`config.mk`:
```
export PLATFORM = sky130hd
export DESIGN_NAME = alu_arbiter_flat
export DESIGN_NICKNAME = d
export VERILOG_FILES = /design/src/rtl/alu_arbiter_if.sv /design/src/rtl/alu_arbiter.sv /design/src/flat_wrapper.sv
export SDC_FILE = /design/constraint.sdc
export NUM_CORES = 1
export LEC_CHECK = 0
export CELL_PAD_IN_SITES_DETAIL_PLACEMENT = 2
export CELL_PAD_IN_SITES_GLOBAL_PLACEMENT = 2
export CORE_AREA = 2 2 65 79
export CTS_CLUSTER_SIZE = 14
export DETAILED_ROUTE_END_ITERATION = 8
export DIE_AREA = 0 0 67 81
export HOLD_SLACK_MARGIN = 0.06
export PLACE_DENSITY_LB_ADDON = 0.1
export SLEW_MARGIN = 20
export SYNTH_ARGS = -nofsm -noshare
export SYNTH_HDL_FRONTEND = slang
export SYNTH_SLANG_ARGS = --single-unit
```
`constraint.sdc`:
```
create_clock -name clk -period 1.4 [get_ports clk]
set_input_delay 0.28 -clock clk [delete_from_list [all_inputs] [get_ports clk]]
set_output_delay 0.28 -clock clk [all_outputs]
set_load 0.005 [all_outputs]
```
`src/rtl/alu_arbiter_if.sv`:
```
// Handshake bundle between two requesters, the shared ALU and the
// response consumer of alu_arbiter.
interface alu_arbiter_if #(
  parameter int DW = 4
);
  logic          req0_valid;
  logic          req0_ready;
  logic [2:0]    req0_op;
  logic [DW-1:0] req0_a;
  logic [DW-1:0] req0_b;
  logic          req1_valid;
  logic          req1_ready;
  logic [2:0]    req1_op;
  logic [DW-1:0] req1_a;
  logic [DW-1:0] req1_b;
  logic [2:0]    alu_op;
  logic [DW-1:0] alu_a;
  logic [DW-1:0] alu_b;
  logic [DW-1:0] alu_result;
  logic          rsp_valid;
  logic          rsp_ready;
  logic          rsp_id;
  logic [DW-1:0] rsp_result;
  logic          busy;

  modport master (
    output req0_valid, req0_op, req0_a, req0_b,
    output req1_valid, req1_op, req1_a, req1_b,
    output alu_result, rsp_ready,
    input  req0_ready, req1_ready,
    input  alu_op, alu_a, alu_b,
    input  rsp_valid, rsp_id, rsp_result, busy
  );

  modport slave (
    input  req0_valid, req0_op, req0_a, req0_b,
    input  req1_valid, req1_op, req1_a, req1_b,
    input  alu_result, rsp_ready,
    output req0_ready, req1_ready,
    output alu_op, alu_a, alu_b,
    output rsp_valid, rsp_id, rsp_result, busy
  );
endinterface

```
`src/rtl/alu_arbiter.sv`:
```
// Two-requester arbiter for one shared ALU (IDLE -> EXEC -> RESP).
// Define ALU_ARB_FIXED_PRIO_EN for fixed priority to requester 0.
module alu_arbiter #(
  parameter int DW = 4
) (
  input  logic         clk,
  input  logic         rst_n,
  alu_arbiter_if.slave bus
);

  typedef enum logic [1:0] {
    IDLE,
    EXEC,
    RESP
  } state_t;

`ifdef ALU_ARB_FIXED_PRIO_EN
  localparam bit RR = 1'b0;
`else
  localparam bit RR = 1'b1;
`endif

  state_t        state;
  logic [2:0]    op_q;
  logic [DW-1:0] a_q;
  logic [DW-1:0] b_q;
  logic [DW-1:0] res_q;
  logic          id_q;
  logic          last_q;
  logic          idle;
  logic          gnt0;
  logic          gnt1;

  assign idle = (state == IDLE);

  // Requester 1 wins only alone, or in round-robin when 0 went last.
  assign gnt1 = bus.req1_valid &
                (~bus.req0_valid | (RR & ~last_q));
  assign gnt0 = bus.req0_valid & ~gnt1;

  assign bus.req0_ready = idle & gnt0;
  assign bus.req1_ready = idle & gnt1;

  assign bus.alu_op     = op_q;
  assign bus.alu_a      = a_q;
  assign bus.alu_b      = b_q;
  assign bus.rsp_valid  = (state == RESP);
  assign bus.rsp_id     = id_q;
  assign bus.rsp_result = res_q;
  assign bus.busy       = ~idle;

  always_ff @(posedge clk or negedge rst_n) begin
    if (!rst_n) begin
      state  <= IDLE;
      op_q   <= '0;
      a_q    <= '0;
      b_q    <= '0;
      res_q  <= '0;
      id_q   <= 1'b0;
      last_q <= 1'b1;
    end else begin
      unique case (state)
        IDLE: begin
          if (gnt0 | gnt1) begin
            op_q  <= gnt1 ? bus.req1_op : bus.req0_op;
            a_q   <= gnt1 ? bus.req1_a  : bus.req0_a;
            b_q   <= gnt1 ? bus.req1_b  : bus.req0_b;
            id_q  <= gnt1;
            state <= EXEC;
          end
        end
        EXEC: begin
          res_q <= bus.alu_result;
          state <= RESP;
        end
        RESP: begin
          if (bus.rsp_ready) begin
            last_q <= id_q;
            state  <= IDLE;
          end
        end
        default: state <= IDLE;
      endcase
    end
  end

endmodule

```
`src/flat_wrapper.sv`:
```
// flat-port wrapper written by rule: the top's interface ports become plain ports
module alu_arbiter_flat 
#(
  parameter int DW = 4
)
  (clk, rst_n, bus_req0_valid, bus_req0_op, bus_req0_a, bus_req0_b, bus_req1_valid, bus_req1_op, bus_req1_a, bus_req1_b, bus_alu_result, bus_rsp_ready, bus_req0_ready, bus_req1_ready, bus_alu_op, bus_alu_a, bus_alu_b, bus_rsp_valid, bus_rsp_id, bus_rsp_result, bus_busy);
  alu_arbiter_if #(.DW(DW)) bus_i ();
  input  logic clk;
  input  logic rst_n;
  input wire logic [$bits(bus_i.req0_valid)-1:0] bus_req0_valid;
  input wire logic [$bits(bus_i.req0_op)-1:0] bus_req0_op;
  input wire logic [$bits(bus_i.req0_a)-1:0] bus_req0_a;
  input wire logic [$bits(bus_i.req0_b)-1:0] bus_req0_b;
  input wire logic [$bits(bus_i.req1_valid)-1:0] bus_req1_valid;
  input wire logic [$bits(bus_i.req1_op)-1:0] bus_req1_op;
  input wire logic [$bits(bus_i.req1_a)-1:0] bus_req1_a;
  input wire logic [$bits(bus_i.req1_b)-1:0] bus_req1_b;
  input wire logic [$bits(bus_i.alu_result)-1:0] bus_alu_result;
  input wire logic [$bits(bus_i.rsp_ready)-1:0] bus_rsp_ready;
  output wire logic [$bits(bus_i.req0_ready)-1:0] bus_req0_ready;
  output wire logic [$bits(bus_i.req1_ready)-1:0] bus_req1_ready;
  output wire logic [$bits(bus_i.alu_op)-1:0] bus_alu_op;
  output wire logic [$bits(bus_i.alu_a)-1:0] bus_alu_a;
  output wire logic [$bits(bus_i.alu_b)-1:0] bus_alu_b;
  output wire logic [$bits(bus_i.rsp_valid)-1:0] bus_rsp_valid;
  output wire logic [$bits(bus_i.rsp_id)-1:0] bus_rsp_id;
  output wire logic [$bits(bus_i.rsp_result)-1:0] bus_rsp_result;
  output wire logic [$bits(bus_i.busy)-1:0] bus_busy;
  assign bus_i.req0_valid = bus_req0_valid;
  assign bus_i.req0_op = bus_req0_op;
  assign bus_i.req0_a = bus_req0_a;
  assign bus_i.req0_b = bus_req0_b;
  assign bus_i.req1_valid = bus_req1_valid;
  assign bus_i.req1_op = bus_req1_op;
  assign bus_i.req1_a = bus_req1_a;
  assign bus_i.req1_b = bus_req1_b;
  assign bus_i.alu_result = bus_alu_result;
  assign bus_i.rsp_ready = bus_rsp_ready;
  assign bus_req0_ready = bus_i.req0_ready;
  assign bus_req1_ready = bus_i.req1_ready;
  assign bus_alu_op = bus_i.alu_op;
  assign bus_alu_a = bus_i.alu_a;
  assign bus_alu_b = bus_i.alu_b;
  assign bus_rsp_valid = bus_i.rsp_valid;
  assign bus_rsp_id = bus_i.rsp_id;
  assign bus_rsp_result = bus_i.rsp_result;
  assign bus_busy = bus_i.busy;
  alu_arbiter #(.DW(DW)) u_core (.clk(clk), .rst_n(rst_n), .bus(bus_i));
endmodule
```
==> flow_summary_export.csv <==
group,metric,value,unit
run_status,status,"finished, violations left",
run_status,violations,"negative setup slack",
floorplan,start_util,18.9,%
hold_path,hold_class,"in2async",
cells_and_area,drive_gt1_share,43.7,%
floorplan,io_pins,51,
critical_path,worstPathCellList,"a21boi_4 -> buf_12 -> mux2_2 -> mux2_1",
clocking,ctsHtreeMaxLevel,1,
sta,setup_slack,-0.0506,ns
synthesis,avgSynthCellArea,14.5,um2
cells_and_area,nets,158,
sta,rsz0062_at_grt,"true",
sta,setup_viol,13,
clocking,clockBufferDepth,2,
clocking,clk_latency,0.25,ns
sta,fin_skew,0.00204,ns
placement,gp_congestion,0.629,
critical_path,critPathKind,"reg2reg",
clocking,clock-root-buffer,"clkbuf_8",
floorplan,die_w,67,um
global_route,grt_pass1_wl,3820,um
clocking,path_clk_slew,0.07,ns
clocking,cts_tree,"built",
clocking,hold_buffers,0,
synthesis,synthesis.area,901,um2
sta,fin_crit_sh,104,%
critical_path,worstPathArrival,1.59,ns
floorplan,coreArea,4760,um2
route,via_per_inst,3.92,
cells_and_area,syn2layout_area_growth,81.5,%
placement,dp_hpwl,1770,um
synthesis,synth_area_leaders,"dfrtp_1, mux2_2, mux2_4, dfstp_2, nand2b_1",
global_route,gr-total-overflow,0,
route,vias,729,
global_route,grt_max_degree,20,
cells_and_area,diodes,0,
pwr,pwr_density_cell,1770,nW/um2
floorplan,die_area,5430,um2
critical_path,end_kind,"flip-flop",
critical_path,required,1.54,ns
synthesis,seq_area_frac_synth,52.9,%
floorplan,fp.dieH,81,um
cells_and_area,layout.cells.most_common,"clkdlybuf4s50_1",
critical_path,cp_slowest_cell,"dfstp_2",
synthesis,synth-seq-cells,19,
sta,worstMarginPinSlew,0.257,ns
sta,fin_tns_setup,-0.516,ns
route,first_iter_violations,5,
route,drc,0,
sta,max_freq,0.689,GHz
sta,fin_crit,1.45,ns
route,wire_per_inst,12.4,um
synthesis,synth_cell_types,16,
pwr,vdd_ir_drop_max,0.440,mV
route,ant_nets,0,
critical_path,crit_fanout,11,
sta,drv_slew,0,
clocking,clock_sinks,19,
global_route,gr-usage-all-layers,9.22,%
placement,numPortBuffers,50,
synthesis,syn_inst,62,
sta,hold_ws,0.361,ns
global_route,grt_pass1_vias,838,
sta,max_slew_margin,82.9,%
synthesis,synth.top_cell.area_share,50.0,%
sta,hold_violations,0,
clocking,cts_buffers,3,
synthesis,syn_nets,93,
critical_path,cpPeakStageDelay,0.39,ns
run,cap_violations,0,
route,firstDrtPassIters,2,
global_route,antenna_found_initial,0,
floorplan,rows,28,
route,drt_wl_total,2310,um
critical_path,cp-start-kind,"flip-flop",
synthesis,ys_warn_count,0,
synthesis,yosys.area.top_type,"dfrtp_1",
pwr,power_leakage,0.773,nW
cells_and_area,final_cell_mix,"clkdlybuf4s50_1, mux2_2, dfrtp_1",
registers in the layout, summed over array words and instances (netlist names):
register,cells
u_core.bus.alu_b,4
u_core.state,2
u_core.bus.rsp_result,4
u_core.bus.alu_a,4
u_core.last_q,1
u_core.bus.rsp_id,1
u_core.bus.alu_op,3
cell families (layout without fill, tap and decap cells):
group	Yosys count	in the layout	synth area share, %
mux	27	27	37.1
flops	19	19	52.9
simple gates	7	7	3.75
buf+inv	5	69	3.05
compound gates	4	4	3.19
path summary, 6_finish.rpt:
check / startpoint / endpoint / slack, ns / cells past startpoint
max: u_core.last_q / u_core.bus.alu_b[3] / -0.05 / 4
min: rst_n / u_core.bus.alu_a[3] / 0.36 / 2
max reg2reg: u_core.last_q / u_core.bus.alu_b[3] / -0.05 / 4
min reg2reg: u_core.bus.alu_a[3] / u_core.bus.alu_a[3] / 0.50 / 1
max in group asynchronous: rst_n / u_core.last_q / 0.78 / 2
min in group clk: u_core.bus.alu_a[3] / u_core.bus.alu_a[3] / 0.50 / 1
power by group:
| part | switching (mW) | leakage [nW] | internal [mW] |
|---|---|---|---|
| Sequential | 0.163 | 0.221 | 0.847 |
| Clock | 0.185 | 0.0255 | 0.198 |
| Combinational | 0.495 | 0.527 | 1.00 |
| Total | 0.843 | 0.773 | 2.05 |
what timing repair did:
| item | 4_1_cts | 5_1_grt |
|---|---|---|
| pin swaps | 4 | 2 |
| resized for setup | 38 | 10 |
| buffers inserted | 6 | 1 |
| endpoints found under the setup margin | 25 | 22 |
| hold endpoints to repair | 0 | 0 |
layer usage:
layer  GRT usage [%]  wire length (um)
met2            16.5              1180
met1            10.2               909
met3            2.77               193
met5               0                 0
met4            3.06                22
synth_stat cells:
| library cell | count |
|---|---|
| dfrtp_1 | 18 |
| mux2_2 | 18 |
| mux2_4 | 8 |
| inv_1 | 3 |
| nand2_1 | 2 |
| nand2b_1 | 2 |
| nor2_1 | 2 |
| a21boi_2 | 1 |
| a21o_1 | 1 |
| and2_1 | 1 |
| buf_2 | 1 |
| buf_6 | 1 |
| dfstp_2 | 1 |
| mux2_1 | 1 |
| o21ai_0 | 1 |
| o21ai_1 | 1 |
area by class of cell:
class / instances / area [um2]
Timing Repair Buffer: 62 / 601
Tap cell: 60 / 75.1
Inverter: 3 / 11.3
Fill cell: 532 / 3130
Clock inverter: 1 / 5.00
Sequential cell: 19 / 478
Multi-Input combinational cell: 38 / 424
Clock buffer: 3 / 41.3
worst max-delay path: cells and delay by family, from the launching register on:
family	cells	cell delay, ns
mux	2	0.60
compound gates	1	0.18
buf+inv	1	0.17
flops	1	0.39
per-stage QoR:
stage / cell area, um2 / cells / worst slack [ns] / power [mW] / utilization (%)
2_1_floorplan: 908 / 62 / 0.000593 / 1.61 / -
3_3_place_gp: 1530 / 176 / -0.516 / 2.46 / 32.0
3_5_place_dp: 1530 / 176 / -0.569 / 2.50 / 32.0
4_1_cts: 1600 / 185 / -0.0626 / 2.92 / 33.6
5_1_grt: 1640 / 186 / -0.118 / 3.14 / 34.3
6_report: 1640 / 186 / -0.0506 / 2.89 / 34.3
(Power assumes the default switching activity.)
